===== src/rtl/pio_loader.sv =====
// Purpose : loads PROG_LEN instruction words and up to CONF_MAX config entries into a PIO
//           block through one command port, then hands the port over to a host.
// Latency : first write lands 2 cycles after start is accepted (synchronous memory read + output register).
// Backpressure: host_ready is low outside RUN and whenever start is high; a start request is ignored while a load is in progress.
//
// Ports:
//   clk, n_reset                 clock, asynchronous active-low reset
//   start, conf_len, cfg_mindex  load request and its parameters, sampled when start is accepted
//   prog_addr / prog_data        instruction memory read port (data one cycle after address)
//   conf_addr / conf_data        config memory read port {action[35:32], din[31:0]}
//   host_*                       host command port, accepted on host_valid & host_ready
//   action, index, mindex, din   registered PIO command port (action==0 means no command)
//   busy, done, err              load in progress, completion pulse, sticky length overflow
module pio_loader #(
    parameter int PROG_LEN = 32,
    parameter int CONF_MAX = 32
) (
    input  logic        clk,
    input  logic        n_reset,
    input  logic        start,
    input  logic [5:0]  conf_len,
    input  logic [1:0]  cfg_mindex,
    output logic [4:0]  prog_addr,
    input  logic [15:0] prog_data,
    output logic [4:0]  conf_addr,
    input  logic [35:0] conf_data,
    input  logic        host_valid,
    input  logic [5:0]  host_action,
    input  logic [4:0]  host_index,
    input  logic [1:0]  host_mindex,
    input  logic [31:0] host_din,
    output logic        host_ready,
    output logic [5:0]  action,
    output logic [4:0]  index,
    output logic [1:0]  mindex,
    output logic [31:0] din,
    output logic        busy,
    output logic        done,
    output logic        err
);

    localparam logic [5:0] PROG_LEN_W = 6'(PROG_LEN);
    localparam logic [5:0] CONF_MAX_W = 6'(CONF_MAX);

    typedef enum logic [1:0] {IDLE, PROG, CONF, RUN} state_t;

    state_t      state;
    logic [5:0]  cnt;        // PROG: last issued word (reaches PROG_LEN as the fill slot); CONF: last issued entry
    logic [5:0]  len_q;      // saturated config length
    logic [1:0]  mindex_q;
    logic        first_q;    // first CONF cycle: nothing can be in flight yet
    // Two-stage read pipeline: rd_* tracks the address presented this cycle,
    // d_* tracks the memory word present on the data input this cycle.
    logic        rd_vld, rd_conf;
    logic [4:0]  rd_idx;
    logic        d_vld, d_conf;
    logic [4:0]  d_idx;

    logic [5:0]  cnt_nxt;
    logic [5:0]  len_sat;
    logic        start_ok;
    logic        host_acc;

    assign cnt_nxt    = cnt + 6'd1;
    assign len_sat    = (conf_len > CONF_MAX_W) ? CONF_MAX_W : conf_len;
    assign start_ok   = start && ((state == IDLE) || (state == RUN));
    assign host_ready = (state == RUN) && !start;
    assign host_acc   = host_valid && host_ready;
    assign busy       = (state == PROG) || (state == CONF);

    always_ff @(posedge clk or negedge n_reset) begin
        if (!n_reset) begin
            state     <= IDLE;
            cnt       <= 6'd0;
            len_q     <= 6'd0;
            mindex_q  <= 2'd0;
            first_q   <= 1'b0;
            rd_vld    <= 1'b0;
            rd_conf   <= 1'b0;
            rd_idx    <= 5'd0;
            d_vld     <= 1'b0;
            d_conf    <= 1'b0;
            d_idx     <= 5'd0;
            prog_addr <= 5'd0;
            conf_addr <= 5'd0;
            action    <= 6'd0;
            index     <= 5'd0;
            mindex    <= 2'd0;
            din       <= 32'd0;
            done      <= 1'b0;
            err       <= 1'b0;
        end else begin
            done   <= 1'b0;
            action <= 6'd0;
            d_vld  <= rd_vld;
            d_conf <= rd_conf;
            d_idx  <= rd_idx;

            // Retire the memory word that arrived this cycle.
            if (d_vld) begin
                if (!d_conf) begin
                    action <= 6'd1;
                    index  <= d_idx;
                    mindex <= 2'd0;
                    din    <= {16'h0000, prog_data};
                end else begin
                    action <= {2'b00, conf_data[35:32]};
                    index  <= 5'd0;
                    mindex <= mindex_q;
                    din    <= conf_data[31:0];
                end
            end

            case (state)
                IDLE, RUN: begin
                    if (start_ok) begin
                        state     <= PROG;
                        len_q     <= len_sat;
                        mindex_q  <= cfg_mindex;
                        err       <= (conf_len > CONF_MAX_W);
                        cnt       <= 6'd0;
                        prog_addr <= 5'd0;
                        conf_addr <= 5'd0;
                        rd_vld    <= 1'b1;
                        rd_conf   <= 1'b0;
                        rd_idx    <= 5'd0;
                    end else if (host_acc) begin
                        action <= host_action;
                        index  <= host_index;
                        mindex <= host_mindex;
                        din    <= host_din;
                    end
                end
                PROG: begin
                    // cnt==PROG_LEN is the idle issue slot that becomes the
                    // single action=0 fill cycle between PROG and CONF writes.
                    if (cnt == PROG_LEN_W) begin
                        state     <= CONF;
                        cnt       <= 6'd0;
                        conf_addr <= 5'd0;
                        rd_vld    <= (len_q != 6'd0);
                        rd_conf   <= 1'b1;
                        rd_idx    <= 5'd0;
                        first_q   <= 1'b1;
                    end else begin
                        cnt <= cnt_nxt;
                        if (cnt_nxt < PROG_LEN_W) begin
                            prog_addr <= cnt_nxt[4:0];
                            rd_vld    <= 1'b1;
                            rd_idx    <= cnt_nxt[4:0];
                        end else begin
                            rd_vld <= 1'b0;
                        end
                    end
                end
                CONF: begin
                    first_q <= 1'b0;
                    if (!first_q && !rd_vld && !d_vld) begin
                        state <= RUN;
                        done  <= 1'b1;
                    end else if (rd_vld && (cnt_nxt < len_q)) begin
                        cnt       <= cnt_nxt;
                        conf_addr <= cnt_nxt[4:0];
                        rd_idx    <= cnt_nxt[4:0];
                    end else begin
                        rd_vld <= 1'b0;
                    end
                end
                default: state <= IDLE;
            endcase
        end
    end

endmodule


===== config.mk =====
export PLATFORM = sky130hd
export DESIGN_NAME = pio_loader
export DESIGN_NICKNAME = d
export VERILOG_FILES = /design/src/rtl/pio_loader.sv
export SDC_FILE = /design/constraint.sdc
export NUM_CORES = 1
export LEC_CHECK = 0
export ABC_AREA = 1
export CORE_ASPECT_RATIO = 1.4
export CORE_MARGIN = 2
export CORE_UTILIZATION = 40
export DETAILED_ROUTE_END_ITERATION = 7
export PLACE_DENSITY = 0.76
export REMOVE_ABC_BUFFERS = 1
export SLEW_MARGIN = 10
export SYNTH_ARGS = -nofsm -noshare
export SYNTH_HDL_FRONTEND = slang
export SYNTH_SLANG_ARGS = --single-unit

===== constraint.sdc =====
create_clock -name clk -period 2.16 [get_ports clk]
set_clock_uncertainty 0.1 [all_clocks]
set_input_delay 0.54 -clock clk [delete_from_list [all_inputs] [get_ports clk]]
set_output_delay 0.54 -clock clk [all_outputs]
set_load 0.1 [all_outputs]

==> results.sh <==
export IMPL_die_height_um=127
export IMPL_power_frac_comb_pct=61.2
export IMPL_yosysSeqAreaShare_pct=51.1
export IMPL_die_area_um2=11600
export IMPL_antenna_cells=0
export IMPL_fin_util_pct=67.7
export IMPL_area_growth_pct=64.3
export IMPL_clk_latency_ns=0.33
export IMPL_wl_per_cell_um=16.8
export IMPL_die_width_um=91.7
export IMPL_synth_distinct_cells=26
export IMPL_crit_top_cell="nand2_2"
export IMPL_synth_xor_area_share_pct=0.203
export IMPL_grt_use_total_pct=24.2
export IMPL_yosys_area_top_type="dfrtp_1"
export IMPL_switching_share_pct=51.9
export IMPL_cp_cell_sequence="ha_4, nand4_1, nand2_2, inv_2, ha_4, nand2_2, nor2_2, nand2_2, nand3_2, nand2_4, buf_12, nand3_4, nand2_1, nand2_1"
export IMPL_layout_common_cells="nand2_1, clkdlybuf4s50_1, dfrtp_1"
export IMPL_status="complete, but fails checks"
export IMPL_hp_class="input pin to async pin"
export IMPL_pwr_density_cell_nw_per_um2=1430
export IMPL_antenna_found_initial=0
export IMPL_cp_required_ns=2.27
export IMPL_setup_viol=1
export IMPL_postRouteAntennaNets=0
export IMPL_gp_congestion=0.916
export IMPL_hold_viol=0
export IMPL_place_inst=836
export IMPL_grt_ovfl_total=0
export IMPL_fmax_ghz=0.462
export IMPL_tns_ns=-0.00424
export IMPL_cp_end_kind="flop"
export IMPL_start_util_pct=41.2
export IMPL_viasPerCell=5.27
export IMPL_routed_wl_um=14500
export IMPL_crit_type="flop to flop"
export IMPL_drc=0
export IMPL_layout_commonest_cell="nand2_1"
export IMPL_synth_compound_area_share_pct=11.3
export IMPL_synth_top_family_by_area="simple AND/OR/NAND/NOR gates"
export IMPL_drv_cap=0
export IMPL_slew_headroom_pct=64.1
export IMPL_dr_total_vias=4547
export IMPL_cp_data_arrival_time_ns=2.28
export IMPL_cts_tree="yes"
export IMPL_htree_levels=3
export IMPL_cts_buffers=9
export IMPL_violations="setup timing"
export IMPL_clk_pin_slew_ns=0.06
export IMPL_synthAdderAreaFrac_pct=3.19
export IMPL_leakage_nw=3.23
export IMPL_timing_final_ws_setup_ns=-0.00424
export IMPL_cp_max_fo=7
export IMPL_ir_worst_vdd_mv=1.34
export IMPL_ys_warn_count=0
export IMPL_netlist_area_um2=4310
export IMPL_final_layout_size_suffix_gt1_share_pct=23.6
export IMPL_finalNonFillerCells=863
export IMPL_synthSimpleGateAreaFrac_pct=28.2
export IMPL_postSynthCellCount=524
export IMPL_cts_root_buffer="clkbuf_16"
export IMPL_core_region_area_um2=10500
export IMPL_synthMuxAreaShare_pct=0
export IMPL_clockBufferDepth=2
export IMPL_seqPwrFrac_pct=24.0
export IMPL_critPathMaxStageDelay_ns=0.43
export IMPL_drt_first_pass_iters=5
export IMPL_rsz0062_at_grt="true"
export IMPL_grt_max_degree=59
export IMPL_drt_iter0_drc=253
export IMPL_io_pins=168
export IMPL_fin_crit_ns=2.16
export IMPL_power_switching_mw=5.26
export IMPL_cts_sinks=88
export IMPL_placed_area_um2=6450
export IMPL_worst_pin_slew_ns=0.538
export IMPL_worst_setup_path_start_kind="flop"
export IMPL_grt_pass1_wl_um=22400
export IMPL_final_period_utilization_pct=100
export IMPL_io_buffers=167
export IMPL_p_total_mw=10.1
export IMPL_rows=44
export IMPL_final_area_um2=7080
export IMPL_crit_path_top_delay_cell="dfrtp_2"
export IMPL_grt_pass1_vias=4588
export IMPL_ys_ff_latch=88
export IMPL_avgSynthCellArea_um2=8.22
export IMPL_synth_top_cell_area_share_pct=51.1
export IMPL_ctsHoldBuffers=0
export IMPL_drv_slew=0
export IMPL_p_clk_share_pct=14.8
export IMPL_synth_area_leaders="dfrtp_1, nand2_1, nand3_1"
export IMPL_final_nets=840
export IMPL_dp_hpwl_um=10300
export IMPL_internal_power_mw=4.88
power by group through the flow:
stage	clock network (mW)	registers [mW]	logic, mW
global placement	0	2.43	5.71
finish	1.50	2.44	6.21
floorplan	0	4.69	1.55
detailed placement	0	2.45	5.77
CTS	1.54	2.42	5.92
global route	1.60	2.48	6.53
cell usage after synthesis:
master and number:
buf_6 1, nor2_2 2, buf_4 2, inv_2 3, o21ai_0 16, a31oi_1 23
buf_1 1, nand3_2 2, nor2_1 56, a41oi_1 16, dfrtp_1 88, inv_1 30
nand3_1 78, nand4_1 8, nand2_2 1, ha_1 11, o21ai_1 10, xor2_1 1
nor2_4 1, buf_2 6, nor3_1 1, clkbuf_1 20, a21oi_1 9, nand2_1 136
o21bai_4 1, a22oi_1 1
registers in the layout, indices dropped and copies added, names as in the netlist, 5 cells and up:
name       count
din           32
action         6
cnt            6
len_q          6
conf_addr      5
d_idx          5
index          5
prog_addr      5
rd_idx         5
final cells by class:
| class | count | area [um^2] |
|---|---|---|
| Clock inverter | 3 | 23.8 |
| Fill cell | 821 | 3380 |
| Clock buffer | 13 | 270 |
| Timing Repair Buffer | 215 | 2230 |
| Multi-Input combinational cell | 373 | 2050 |
| Sequential cell | 88 | 2210 |
| Tap cell | 138 | 173 |
| Inverter | 33 | 126 |
cell families (layout without fill, tap and decap cells):
group           count (synthesis)  count (layout)
simple gates                  285             285
flops                          88              88
compound gates                 76              76
buf+inv                        63             264
fa+ha+maj                      11              11
xor+xnor                        1               1
what timing repair did:
item,CTS,global route
setup endpoints to repair,17,17
gates resized for setup,9,41
hold endpoints to repair,0,0
pin swaps,1,13
buffers inserted,4,6
gates cloned,0,1
worst paths after layout:
check | start | to | slack, ns | depth (start not counted)
setup / recovery | cnt[1]$_DFFE_PN0P_ | rd_idx[3]$_DFFE_PN0P_ | -0.004 | 14
hold / removal | n_reset | din[26]$_DFF_PN0_ | 0.05 | 1
setup reg to reg | cnt[1]$_DFFE_PN0P_ | rd_idx[3]$_DFFE_PN0P_ | -0.004 | 14
hold reg to reg | rd_idx[4]$_DFFE_PN0P_ | d_idx[4]$_DFF_PN0_ | 0.28 | 0
max in group asynchronous | n_reset | d_idx[2]$_DFF_PN0_ | 1.38 | 2
min in group clk | rd_idx[4]$_DFFE_PN0P_ | d_idx[4]$_DFF_PN0_ | 0.28 | 0
critical path: cells and delay by family (launching register included):
family                   cells  cell delay, ns
AND/OR/NAND/NOR             10            0.87
buffers and inverters        2            0.19
flip-flops                   1            0.43
adder cells (fa/ha/maj)      2            0.44
per-layer routing:
| layer | global-route usage [%] | wire, um | vias up | part of all wire (%) |
|---|---|---|---|---|
| li1 | - | - | 2154 | - |
| met1 | 27.0 | 5380 | 2169 | 37 |
| met2 | 44.3 | 7650 | 190 | 53 |
| met3 | 5.29 | 1030 | 34 | 7.1 |
| met4 | 9.75 | 452 | 0 | 3.1 |
| met5 | 0 | 0 | - | 0 |
stage by stage:
| step | hold WS [ns] | setup WS [ns] |
|---|---|---|
| 2_1_floorplan | 0.144 | -0.539 |
| 3_3_place_gp | 0.262 | -0.0400 |
| 3_5_place_dp | 0.270 | -0.139 |
| 4_1_cts | 0.0561 | -0.00172 |
| 5_1_grt | 0.0862 | -0.0882 |
| 6_report | 0.0511 | -0.00424 |
(Power assumes the default switching activity.)
